--- config.mk ---
export PLATFORM = sky130hd
export DESIGN_NAME = vs_stream_ctrl
export DESIGN_NICKNAME = d
export VERILOG_FILES = /design/src/rtl/vs_stream_pkg.sv /design/src/rtl/vs_spi_shift.sv /design/src/rtl/vs_stream_ctrl.sv
export SDC_FILE = /design/constraint.sdc
export NUM_CORES = 1
export LEC_CHECK = 0
export CORE_ASPECT_RATIO = 1.4
export CORE_MARGIN = 5
export CORE_UTILIZATION = 50
export CTS_BUF_LIST = sky130_fd_sc_hd__clkbuf_8
export DETAILED_ROUTE_END_ITERATION = 7
export PLACE_DENSITY_LB_ADDON = 0.12
export SYNTH_ARGS = -nofsm -noshare
export SYNTH_HDL_FRONTEND = slang
export SYNTH_HIERARCHICAL = 1
export SYNTH_SLANG_ARGS = --single-unit
--- constraint.sdc ---
create_clock -name clk -period 2.5 [get_ports clk]
set_input_delay 0.5 -clock clk [delete_from_list [all_inputs] [get_ports clk]]
set_output_delay 0.5 -clock clk [all_outputs]
set_load 0.02 [all_outputs]
--- src/rtl/vs_stream_pkg.sv ---
// vs_stream_pkg
// Shared definitions for the VS10xx streaming controller: FSM state
// encodings, SCI opcodes and register addresses, the MODE value used for
// init and soft reset, and a helper that assembles a 32-bit SCI write frame.
package vs_stream_pkg;

    typedef enum logic [3:0] {
        ST_RESET_HOLD,
        ST_RESET_WAIT,
        ST_INIT,
        ST_SCI_WAIT,
        ST_SCI_SHIFT,
        ST_DATA_WAIT,
        ST_FETCH,
        ST_DATA_SHIFT,
        ST_PAUSED
    } state_e;

    typedef enum logic [1:0] {
        SH_IDLE,
        SH_PEND,
        SH_RUN,
        SH_TAIL
    } sh_state_e;

    localparam logic [7:0]  SCI_OP_WRITE   = 8'h02;
    localparam logic [7:0]  SCI_OP_READ    = 8'h03;
    localparam logic [7:0]  SCI_REG_MODE   = 8'h00;
    localparam logic [7:0]  SCI_REG_VOL    = 8'h0B;
    // SM_SDINEW | SM_RESET: the same value serves as init and soft reset
    localparam logic [15:0] MODE_INIT      = 16'h0804;
    localparam logic [5:0]  SCI_FRAME_BITS = 6'd32;

    function automatic logic [31:0] sci_write(input logic [7:0] addr, input logic [15:0] val);
        return {SCI_OP_WRITE, addr, val};
    endfunction

endpackage

--- src/rtl/vs_spi_shift.sv ---
// vs_spi_shift
// SCK tick generator plus a 32-bit MSB-first SPI mode-0 shifter.
// A start pulse (accepted only while idle) loads i_data/i_len; the frame
// begins on the next tick with the first bit already on o_si. o_active is
// high from that tick until one tick after the last falling SCK edge, so
// the owner can derive its chip select directly from it.
//   clk, rst_n  : system clock, async active-low reset
//   i_start     : load request (ignored while busy)
//   i_data      : frame, left-justified (bit 31 goes first)
//   i_len       : number of bits to send (1..32)
//   o_tick      : one-clk strobe every CLK_DIV clocks
//   o_busy      : shifter not idle
//   o_active    : chip-select window
//   o_done      : one-clk pulse after the frame window closes
//   o_sck, o_si : SPI pins
module vs_spi_shift
    import vs_stream_pkg::*;
#(
    parameter int CLK_DIV = 4
) (
    input  logic        clk,
    input  logic        rst_n,
    input  logic        i_start,
    input  logic [31:0] i_data,
    input  logic [5:0]  i_len,
    output logic        o_tick,
    output logic        o_busy,
    output logic        o_active,
    output logic        o_done,
    output logic        o_sck,
    output logic        o_si
);

    localparam int DIV_W = $clog2(CLK_DIV);

    sh_state_e          sh_q, sh_d;
    logic [DIV_W-1:0]   div_q, div_d;
    logic [31:0]        sr_q, sr_d;
    logic [5:0]         cnt_q, cnt_d;
    logic               half_q, half_d;
    logic               sck_q, sck_d;
    logic               si_q, si_d;
    logic               active_q, active_d;
    logic               done_q, done_d;
    logic               tick;

    always_ff @(posedge clk or negedge rst_n) begin
        if (!rst_n) begin
            sh_q     <= SH_IDLE;
            div_q    <= '0;
            sr_q     <= '0;
            cnt_q    <= '0;
            half_q   <= 1'b0;
            sck_q    <= 1'b0;
            si_q     <= 1'b0;
            active_q <= 1'b0;
            done_q   <= 1'b0;
        end else begin
            sh_q     <= sh_d;
            div_q    <= div_d;
            sr_q     <= sr_d;
            cnt_q    <= cnt_d;
            half_q   <= half_d;
            sck_q    <= sck_d;
            si_q     <= si_d;
            active_q <= active_d;
            done_q   <= done_d;
        end
    end

    always_comb begin
        sh_d     = sh_q;
        sr_d     = sr_q;
        cnt_d    = cnt_q;
        half_d   = half_q;
        sck_d    = sck_q;
        si_d     = si_q;
        active_d = active_q;
        done_d   = 1'b0;
        tick     = (div_q == DIV_W'(CLK_DIV - 1));
        div_d    = tick ? '0 : div_q + 1'b1;

        case (sh_q)
            SH_IDLE: begin
                if (i_start) begin
                    sr_d  = i_data;
                    cnt_d = i_len;
                    sh_d  = SH_PEND;
                end
            end
            SH_PEND: begin
                if (tick) begin
                    si_d     = sr_q[31];
                    sck_d    = 1'b0;
                    half_d   = 1'b0;
                    active_d = 1'b1;
                    sh_d     = SH_RUN;
                end
            end
            SH_RUN: begin
                if (tick) begin
                    if (!half_q) begin
                        sck_d  = 1'b1;
                        half_d = 1'b1;
                    end else begin
                        // Falling edge: present the next bit, or close after the last one
                        sck_d  = 1'b0;
                        half_d = 1'b0;
                        if (cnt_q == 6'd1) begin
                            sh_d = SH_TAIL;
                        end else begin
                            sr_d  = sr_q << 1;
                            si_d  = sr_q[30];
                            cnt_d = cnt_q - 6'd1;
                        end
                    end
                end
            end
            SH_TAIL: begin
                if (tick) begin
                    active_d = 1'b0;
                    si_d     = 1'b0;
                    done_d   = 1'b1;
                    sh_d     = SH_IDLE;
                end
            end
            default: sh_d = SH_IDLE;
        endcase
    end

    assign o_tick   = tick;
    assign o_busy   = (sh_q != SH_IDLE);
    assign o_active = active_q;
    assign o_done   = done_q;
    assign o_sck    = sck_q;
    assign o_si     = si_q;

endmodule

--- src/rtl/vs_stream_ctrl.sv ---
// vs_stream_ctrl
// VS10xx streaming controller: hard reset, SCI init (MODE, VOL), then SDI
// streaming of ROM words in DREQ-gated chunks, with pause, live volume and
// song changes, and loop/advance at end of song.
//   clk, rst_n         : system clock, async active-low reset
//   i_dreq             : decoder data request
//   i_song_sel         : requested song
//   i_song_len         : last word address of the current song
//   i_pause, i_loop    : pause request, repeat-at-end select
//   i_vol              : desired SCI VOL value
//   i_rdata            : ROM data, one clock after o_addr
//   o_addr, o_song     : ROM word address and bank select
//   o_xrst..o_si       : decoder pins
//   o_vol              : volume last written to the chip
//   o_busy             : low in reset hold/wait and pause
//   o_song_done        : one-clk pulse at end of song
module vs_stream_ctrl
    import vs_stream_pkg::*;
#(
    parameter int CLK_DIV     = 4,
    parameter int WORD_W      = 16,
    parameter int ADDR_W      = 15,
    parameter int SONG_NUM    = 4,
    parameter int CHUNK_WORDS = 16,
    parameter int RESET_TICKS = 2000,
    localparam int SEL_W      = $clog2(SONG_NUM)
) (
    input  logic              clk,
    input  logic              rst_n,
    input  logic              i_dreq,
    input  logic [SEL_W-1:0]  i_song_sel,
    input  logic [ADDR_W-1:0] i_song_len,
    input  logic              i_pause,
    input  logic [15:0]       i_vol,
    input  logic              i_loop,
    input  logic [WORD_W-1:0] i_rdata,
    output logic [ADDR_W-1:0] o_addr,
    output logic [SEL_W-1:0]  o_song,
    output logic              o_xrst,
    output logic              o_xcs,
    output logic              o_xdcs,
    output logic              o_sck,
    output logic              o_si,
    output logic [15:0]       o_vol,
    output logic              o_busy,
    output logic              o_song_done
);

    localparam int RCNT_W = $clog2(RESET_TICKS + 1);
    localparam int WC_W   = $clog2(CHUNK_WORDS + 1);

    state_e              state_q, state_d;
    logic [RCNT_W-1:0]   rcnt_q, rcnt_d;
    logic                xrst_q, xrst_d;
    logic [ADDR_W-1:0]   addr_q, addr_d;
    logic [SEL_W-1:0]    song_q, song_d;
    logic [SEL_W-1:0]    song_sel_q, song_sel_d;
    logic [15:0]         vol_q, vol_d;
    logic [15:0]         vol_pend_q, vol_pend_d;
    logic                pend_mode_q, pend_mode_d;
    logic                pend_vol_q, pend_vol_d;
    logic                sci_is_vol_q, sci_is_vol_d;
    logic                is_sci_q, is_sci_d;
    logic [WC_W-1:0]     words_q, words_d;
    logic                fetch_q, fetch_d;
    logic                song_done_q, song_done_d;

    logic                tick, sh_busy, sh_active, sh_done, sh_start;
    logic [31:0]         sh_data;
    logic [5:0]          sh_len;
    logic                song_req, vol_req, boundary_req;
    logic [WC_W-1:0]     words_inc;
    logic [SEL_W-1:0]    song_next;

    vs_spi_shift #(
        .CLK_DIV (CLK_DIV)
    ) u_shift (
        .clk      (clk),
        .rst_n    (rst_n),
        .i_start  (sh_start),
        .i_data   (sh_data),
        .i_len    (sh_len),
        .o_tick   (tick),
        .o_busy   (sh_busy),
        .o_active (sh_active),
        .o_done   (sh_done),
        .o_sck    (o_sck),
        .o_si     (o_si)
    );

    // The song-change request compares against the last selection we acted
    // on, not o_song, so an automatic advance does not look like a request.
    assign song_req     = (i_song_sel != song_sel_q);
    assign vol_req      = (i_vol != vol_q);
    assign boundary_req = song_req | vol_req | i_pause;
    assign words_inc    = words_q + 1'b1;
    assign song_next    = (song_q == SEL_W'(SONG_NUM - 1)) ? '0 : song_q + 1'b1;

    always_ff @(posedge clk or negedge rst_n) begin
        if (!rst_n) begin
            state_q      <= ST_RESET_HOLD;
            rcnt_q       <= '0;
            xrst_q       <= 1'b0;
            addr_q       <= '0;
            song_q       <= '0;
            song_sel_q   <= '0;
            vol_q        <= '0;
            vol_pend_q   <= '0;
            pend_mode_q  <= 1'b0;
            pend_vol_q   <= 1'b0;
            sci_is_vol_q <= 1'b0;
            is_sci_q     <= 1'b0;
            words_q      <= '0;
            fetch_q      <= 1'b0;
            song_done_q  <= 1'b0;
        end else begin
            state_q      <= state_d;
            rcnt_q       <= rcnt_d;
            xrst_q       <= xrst_d;
            addr_q       <= addr_d;
            song_q       <= song_d;
            song_sel_q   <= song_sel_d;
            vol_q        <= vol_d;
            vol_pend_q   <= vol_pend_d;
            pend_mode_q  <= pend_mode_d;
            pend_vol_q   <= pend_vol_d;
            sci_is_vol_q <= sci_is_vol_d;
            is_sci_q     <= is_sci_d;
            words_q      <= words_d;
            fetch_q      <= fetch_d;
            song_done_q  <= song_done_d;
        end
    end

    always_comb begin
        state_d      = state_q;
        rcnt_d       = rcnt_q;
        xrst_d       = xrst_q;
        addr_d       = addr_q;
        song_d       = song_q;
        song_sel_d   = song_sel_q;
        vol_d        = vol_q;
        vol_pend_d   = vol_pend_q;
        pend_mode_d  = pend_mode_q;
        pend_vol_d   = pend_vol_q;
        sci_is_vol_d = sci_is_vol_q;
        is_sci_d     = is_sci_q;
        words_d      = words_q;
        fetch_d      = fetch_q;
        song_done_d  = 1'b0;

        case (state_q)
            ST_RESET_HOLD: begin
                if (tick) begin
                    if (rcnt_q == RCNT_W'(RESET_TICKS - 1)) begin
                        xrst_d     = 1'b1;
                        song_d     = i_song_sel;
                        song_sel_d = i_song_sel;
                        state_d    = ST_RESET_WAIT;
                    end else begin
                        rcnt_d = rcnt_q + 1'b1;
                    end
                end
            end
            ST_RESET_WAIT: begin
                if (i_dreq) state_d = ST_INIT;
            end
            ST_INIT: begin
                pend_mode_d = 1'b1;
                pend_vol_d  = 1'b1;
                state_d     = ST_SCI_WAIT;
            end
            // Pending SCI writes go out MODE first, then VOL
            ST_SCI_WAIT: begin
                if (i_dreq && !sh_busy) begin
                    is_sci_d     = 1'b1;
                    sci_is_vol_d = !pend_mode_q;
                    if (!pend_mode_q) vol_pend_d = i_vol;
                    state_d      = ST_SCI_SHIFT;
                end
            end
            ST_SCI_SHIFT: begin
                if (sh_done) begin
                    if (sci_is_vol_q) begin
                        vol_d      = vol_pend_q;
                        pend_vol_d = 1'b0;
                        state_d    = ST_DATA_WAIT;
                    end else begin
                        pend_mode_d = 1'b0;
                        state_d     = pend_vol_q ? ST_SCI_WAIT : ST_DATA_WAIT;
                    end
                end
            end
            ST_DATA_WAIT: begin
                if (song_req) begin
                    addr_d      = '0;
                    song_d      = i_song_sel;
                    song_sel_d  = i_song_sel;
                    pend_mode_d = 1'b1;
                    pend_vol_d  = 1'b1;
                    state_d     = ST_SCI_WAIT;
                end else if (vol_req) begin
                    pend_vol_d = 1'b1;
                    state_d    = ST_SCI_WAIT;
                end else if (i_pause) begin
                    state_d = ST_PAUSED;
                end else if (i_dreq) begin
                    words_d = '0;
                    fetch_d = 1'b0;
                    state_d = ST_FETCH;
                end
            end
            // First clock: ROM sees o_addr. Second clock: i_rdata is valid and loads.
            ST_FETCH: begin
                if (!fetch_q) begin
                    fetch_d = 1'b1;
                end else begin
                    fetch_d  = 1'b0;
                    is_sci_d = 1'b0;
                    state_d  = ST_DATA_SHIFT;
                end
            end
            ST_DATA_SHIFT: begin
                if (sh_done) begin
                    words_d = words_inc;
                    if (addr_q == i_song_len) begin
                        song_done_d = 1'b1;
                        addr_d      = '0;
                        if (i_loop) begin
                            state_d = ST_DATA_WAIT;
                        end else begin
                            song_d      = song_next;
                            pend_mode_d = 1'b1;
                            state_d     = ST_SCI_WAIT;
                        end
                    end else begin
                        addr_d = addr_q + 1'b1;
                        // Any pending request breaks the chunk so it is served at this word boundary
                        if (boundary_req || words_inc == WC_W'(CHUNK_WORDS)) begin
                            state_d = ST_DATA_WAIT;
                        end else begin
                            state_d = ST_FETCH;
                        end
                    end
                end
            end
            ST_PAUSED: begin
                if (!i_pause) state_d = ST_DATA_WAIT;
            end
            default: state_d = ST_RESET_HOLD;
        endcase
    end

    always_comb begin
        sh_start = 1'b0;
        sh_data  = '0;
        sh_len   = '0;
        o_busy   = 1'b1;
        case (state_q)
            ST_SCI_WAIT: begin
                if (i_dreq && !sh_busy) begin
                    sh_start = 1'b1;
                    sh_len   = SCI_FRAME_BITS;
                    sh_data  = pend_mode_q ? sci_write(SCI_REG_MODE, MODE_INIT)
                                           : sci_write(SCI_REG_VOL, i_vol);
                end
            end
            ST_FETCH: begin
                if (fetch_q) begin
                    sh_start = 1'b1;
                    sh_len   = 6'(WORD_W);
                    sh_data  = 32'(i_rdata) << (32 - WORD_W);
                end
            end
            ST_RESET_HOLD, ST_RESET_WAIT, ST_PAUSED: o_busy = 1'b0;
            default: ;
        endcase
    end

    // Chip selects follow the shifter window; is_sci_q only changes while idle
    assign o_xcs       = !(sh_active && is_sci_q);
    assign o_xdcs      = !(sh_active && !is_sci_q);
    assign o_xrst      = xrst_q;
    assign o_addr      = addr_q;
    assign o_song      = song_q;
    assign o_vol       = vol_q;
    assign o_song_done = song_done_q;

endmodule

==> impl_metrics.csv <==
group,metric,value,unit
clock_network,htreeDepth,4,
cells_and_area,nets,830,
synthesis,syn-mean-instance-area,11.01,µm²
setup_path,crit_type,"reg -> reg",
power_and_ir_drop,power_density,880.0,mW/mm²
die,start_util,0.5091,
timing,drv_slew,0,
synthesis,synth-edff-count,0,
setup_path,cp-start-kind,"flip-flop",
clock_network,root_buffer,"clkbuf_8",
synthesis,synth.distinct_cells,71,
global_routing,antenna_found_initial,0,
setup_path,crit_required,2820,ps
setup_path,cp.arrival,2780,ps
synthesis,yosysWarnings,6,
cells_and_area,drive_gt1_frac,0.2596,
timing,final.setup_skew,8.573,ps
timing,fin_crit_sh,0.9819,
detailed_routing,vias,5183,
global_routing,grt_pass1_wl,26450,µm
placement,gp_congestion,0.9124,
timing,maxSlewHeadroom,0.6620,
setup_path,worst-r2r-setup-slack,50,ps
die,rows,50,
timing,layout_min_cycle_time,2455,ps
die,ios,94,
placement,placed_area,0.008260,mm²
clock_network,clock-sinks,124,
detailed_routing,drc_errors,0,
cells_and_area,fin_cells,960,
setup_path,critPathMaxFanout,8,
synthesis,ys_seq_area_frac,0.4574,
detailed_routing,antenna_left,0,
clock_network,cts_tree,"built",
die,core_area,0.01333,mm²
timing,hold_violations,0,
placement,post-dp-hpwl,11470,µm
synthesis,synth_area,0.006784,mm²
power_and_ir_drop,peakVddDrop,459.2,µV
detailed_routing,drt-pass1-iter-count,4,
timing,setup_viol,0,
synthesis,synth-async-reset-ratio,1.000,
clock_network,insertion_delay,450,ps
synthesis,ys_top_cells_by_area,"dfrtp_1 (46%), mux2_2 (15%), xor2_1 (4.1%)",
timing,worstMarginPinSlew,500.4,ps
synthesis,ys_ff_latch,124,
cells_and_area,diodes,0,
synthesis,yosysTopAreaCell,"dfrtp_1",
die,die_w,108.4,µm
clock_network,path_clk_slew,60,ps
detailed_routing,wire_per_inst,16.62,µm
synthesis,synth.most_common_cell,"dfrtp_1",
placement,numPortBuffers,93,
placement,place_inst,918,
setup_path,cp-end-kind,"flip-flop",
cells_and_area,fin_area,0.008833,mm²
global_routing,overflow,0,
synthesis,syn_inst,616,
timing,fmax,407.4,MHz
die,die_h,147.8,µm
clock_network,cts.path.max_buffers,2,
global_routing,grt_pass1_vias,5442,
detailed_routing,via_per_inst,5.399,
clock_network,cts_buffers,17,
power_and_ir_drop,p_leak,4.127,nW
detailed_routing,routed_wl,15950,µm
die,dieArea,0.01603,mm²
global_routing,grt_max_degree,52,
synthesis,synth_top_cell_area_share,0.4574,
timing,rsz0062_at_grt,"yes",
status,status,"finished clean",
detailed_routing,initialDrtViolationCount,218,
synthesis,synth_flop_cell,"dfrtp_1",
cells_and_area,area_delta_synth_final,30.21,%
global_routing,grt_usage,0.2070,
synthesis,synth_common_cells,"dfrtp_1 (124), mux2_2 (88), nor2_1 (41)",
min_path,hold_class,"reg -> reg",
job,cap_violations,0,
==> where the power goes <==
| part | switching (W) | total, W | internal, W |
|---|---|---|---|
| clock | 0.000792 | 0.00179 | 0.000996 |
| sequential | 0.000367 | 0.00278 | 0.00242 |
| combinational | 0.00158 | 0.00320 | 0.00162 |
==> state kept, by name, indices dropped and copies added (netlist names), 4 cells and up <==
register       flops
o_vol             16
words_q            5
rcnt_q            11
u_shift/sr_q      32
state_q            4
u_shift/cnt_q      6
vol_pend_q        16
o_addr            15
==> worst paths after layout <==
path                             startpoint               end  cells after the start
hold reg to reg            u_shift/div_q[0]  u_shift/div_q[0]                      1
setup reg to reg            u_shift/sh_q[1]  u_shift/sr_q[21]                     12
min in group asynchronous             rst_n         rcnt_q[4]                      2
hold / removal             u_shift/div_q[0]  u_shift/div_q[0]                      1
max in group asynchronous             rst_n        o_addr[13]                      3
setup / recovery            u_shift/sh_q[1]  u_shift/sr_q[21]                     12
==> logic make-up after synthesis <==
| group | Yosys count | share of synthesized area |
|---|---|---|
| other cells | 1 | 0.0005528 |
| simple gates | 191 | 0.1529 |
| mux | 110 | 0.1819 |
| fa+ha+maj | 11 | 0.02029 |
| xor+xnor | 59 | 0.07617 |
| flops | 124 | 0.4574 |
| buf+inv | 45 | 0.03006 |
| compound gates | 75 | 0.08078 |
==> worst max-delay path: stages (launching register included) <==
cell and delay [ps]:
dfrtp_1 420, inv_2 90, ha_4 130, inv_1 50
nand4b_1 210, nor3_2 220, or2_4 170, nor2b_4 50
nor3b_4 260, a21oi_4 90, buf_4 160, clkbuf_16 160
mux2_1 310
==> metrics by stage <==
step	setup slack, ps	power, W	setup TNS [ps]	hold slack, ps	util
final	45.34	0.007773	0	435.9	0.6629
after global placement	-315.5	0.005620	-5414	414.4	0.6199
after CTS	52.31	0.007536	0	444.6	0.6507
after global routing	-68.89	0.008238	-973.1	456.2	0.6629
after floorplan	3.285	0.004712	0	204.4	-
after detailed placement	-334.9	0.005721	-7711	434.7	0.6199
==> layer usage <==
metal / global-route usage / routed length [µm]
met3: 0.04063 / 591
met1: 0.2562 / 6604
met5: 0 / 0
met2: 0.3521 / 8387
met4: 0.08212 / 371
==> cell type report <==
class / count / area (µm²)
Sequential cell: 124 / 3103
Fill cell: 1092 / 4492
Inverter: 19 / 71.32
Clock inverter: 14 / 153.9
Clock buffer: 18 / 247.7
Timing Repair Buffer: 153 / 1474
Multi-Input combinational cell: 450 / 3556
Tap cell: 182 / 227.7
==> what timing repair did <==
action / 4_1_cts / 5_1_grt
endpoints found under the setup margin: 1 / 39
hold buffers: 1 / 0
resized for setup: 1 / 11
hold endpoints to repair: 25 / 0
gates cloned: 0 / 4
setup buffers: 0 / 5
pin swaps: 0 / 3
==> layout by cell type, fill, tap and decap left out, drive strengths merged, types with 21 or more instances in the layout <==
| master | count |
|---|---|
| buf | 57 |
| clkbuf | 21 |
| clkdlybuf4s50 | 91 |
| dfrtp | 124 |
| inv | 23 |
| mux2 | 106 |
| nand2 | 39 |
| nor2 | 41 |
| xnor2 | 27 |
| xor2 | 32 |
(Power assumes the default switching activity.)
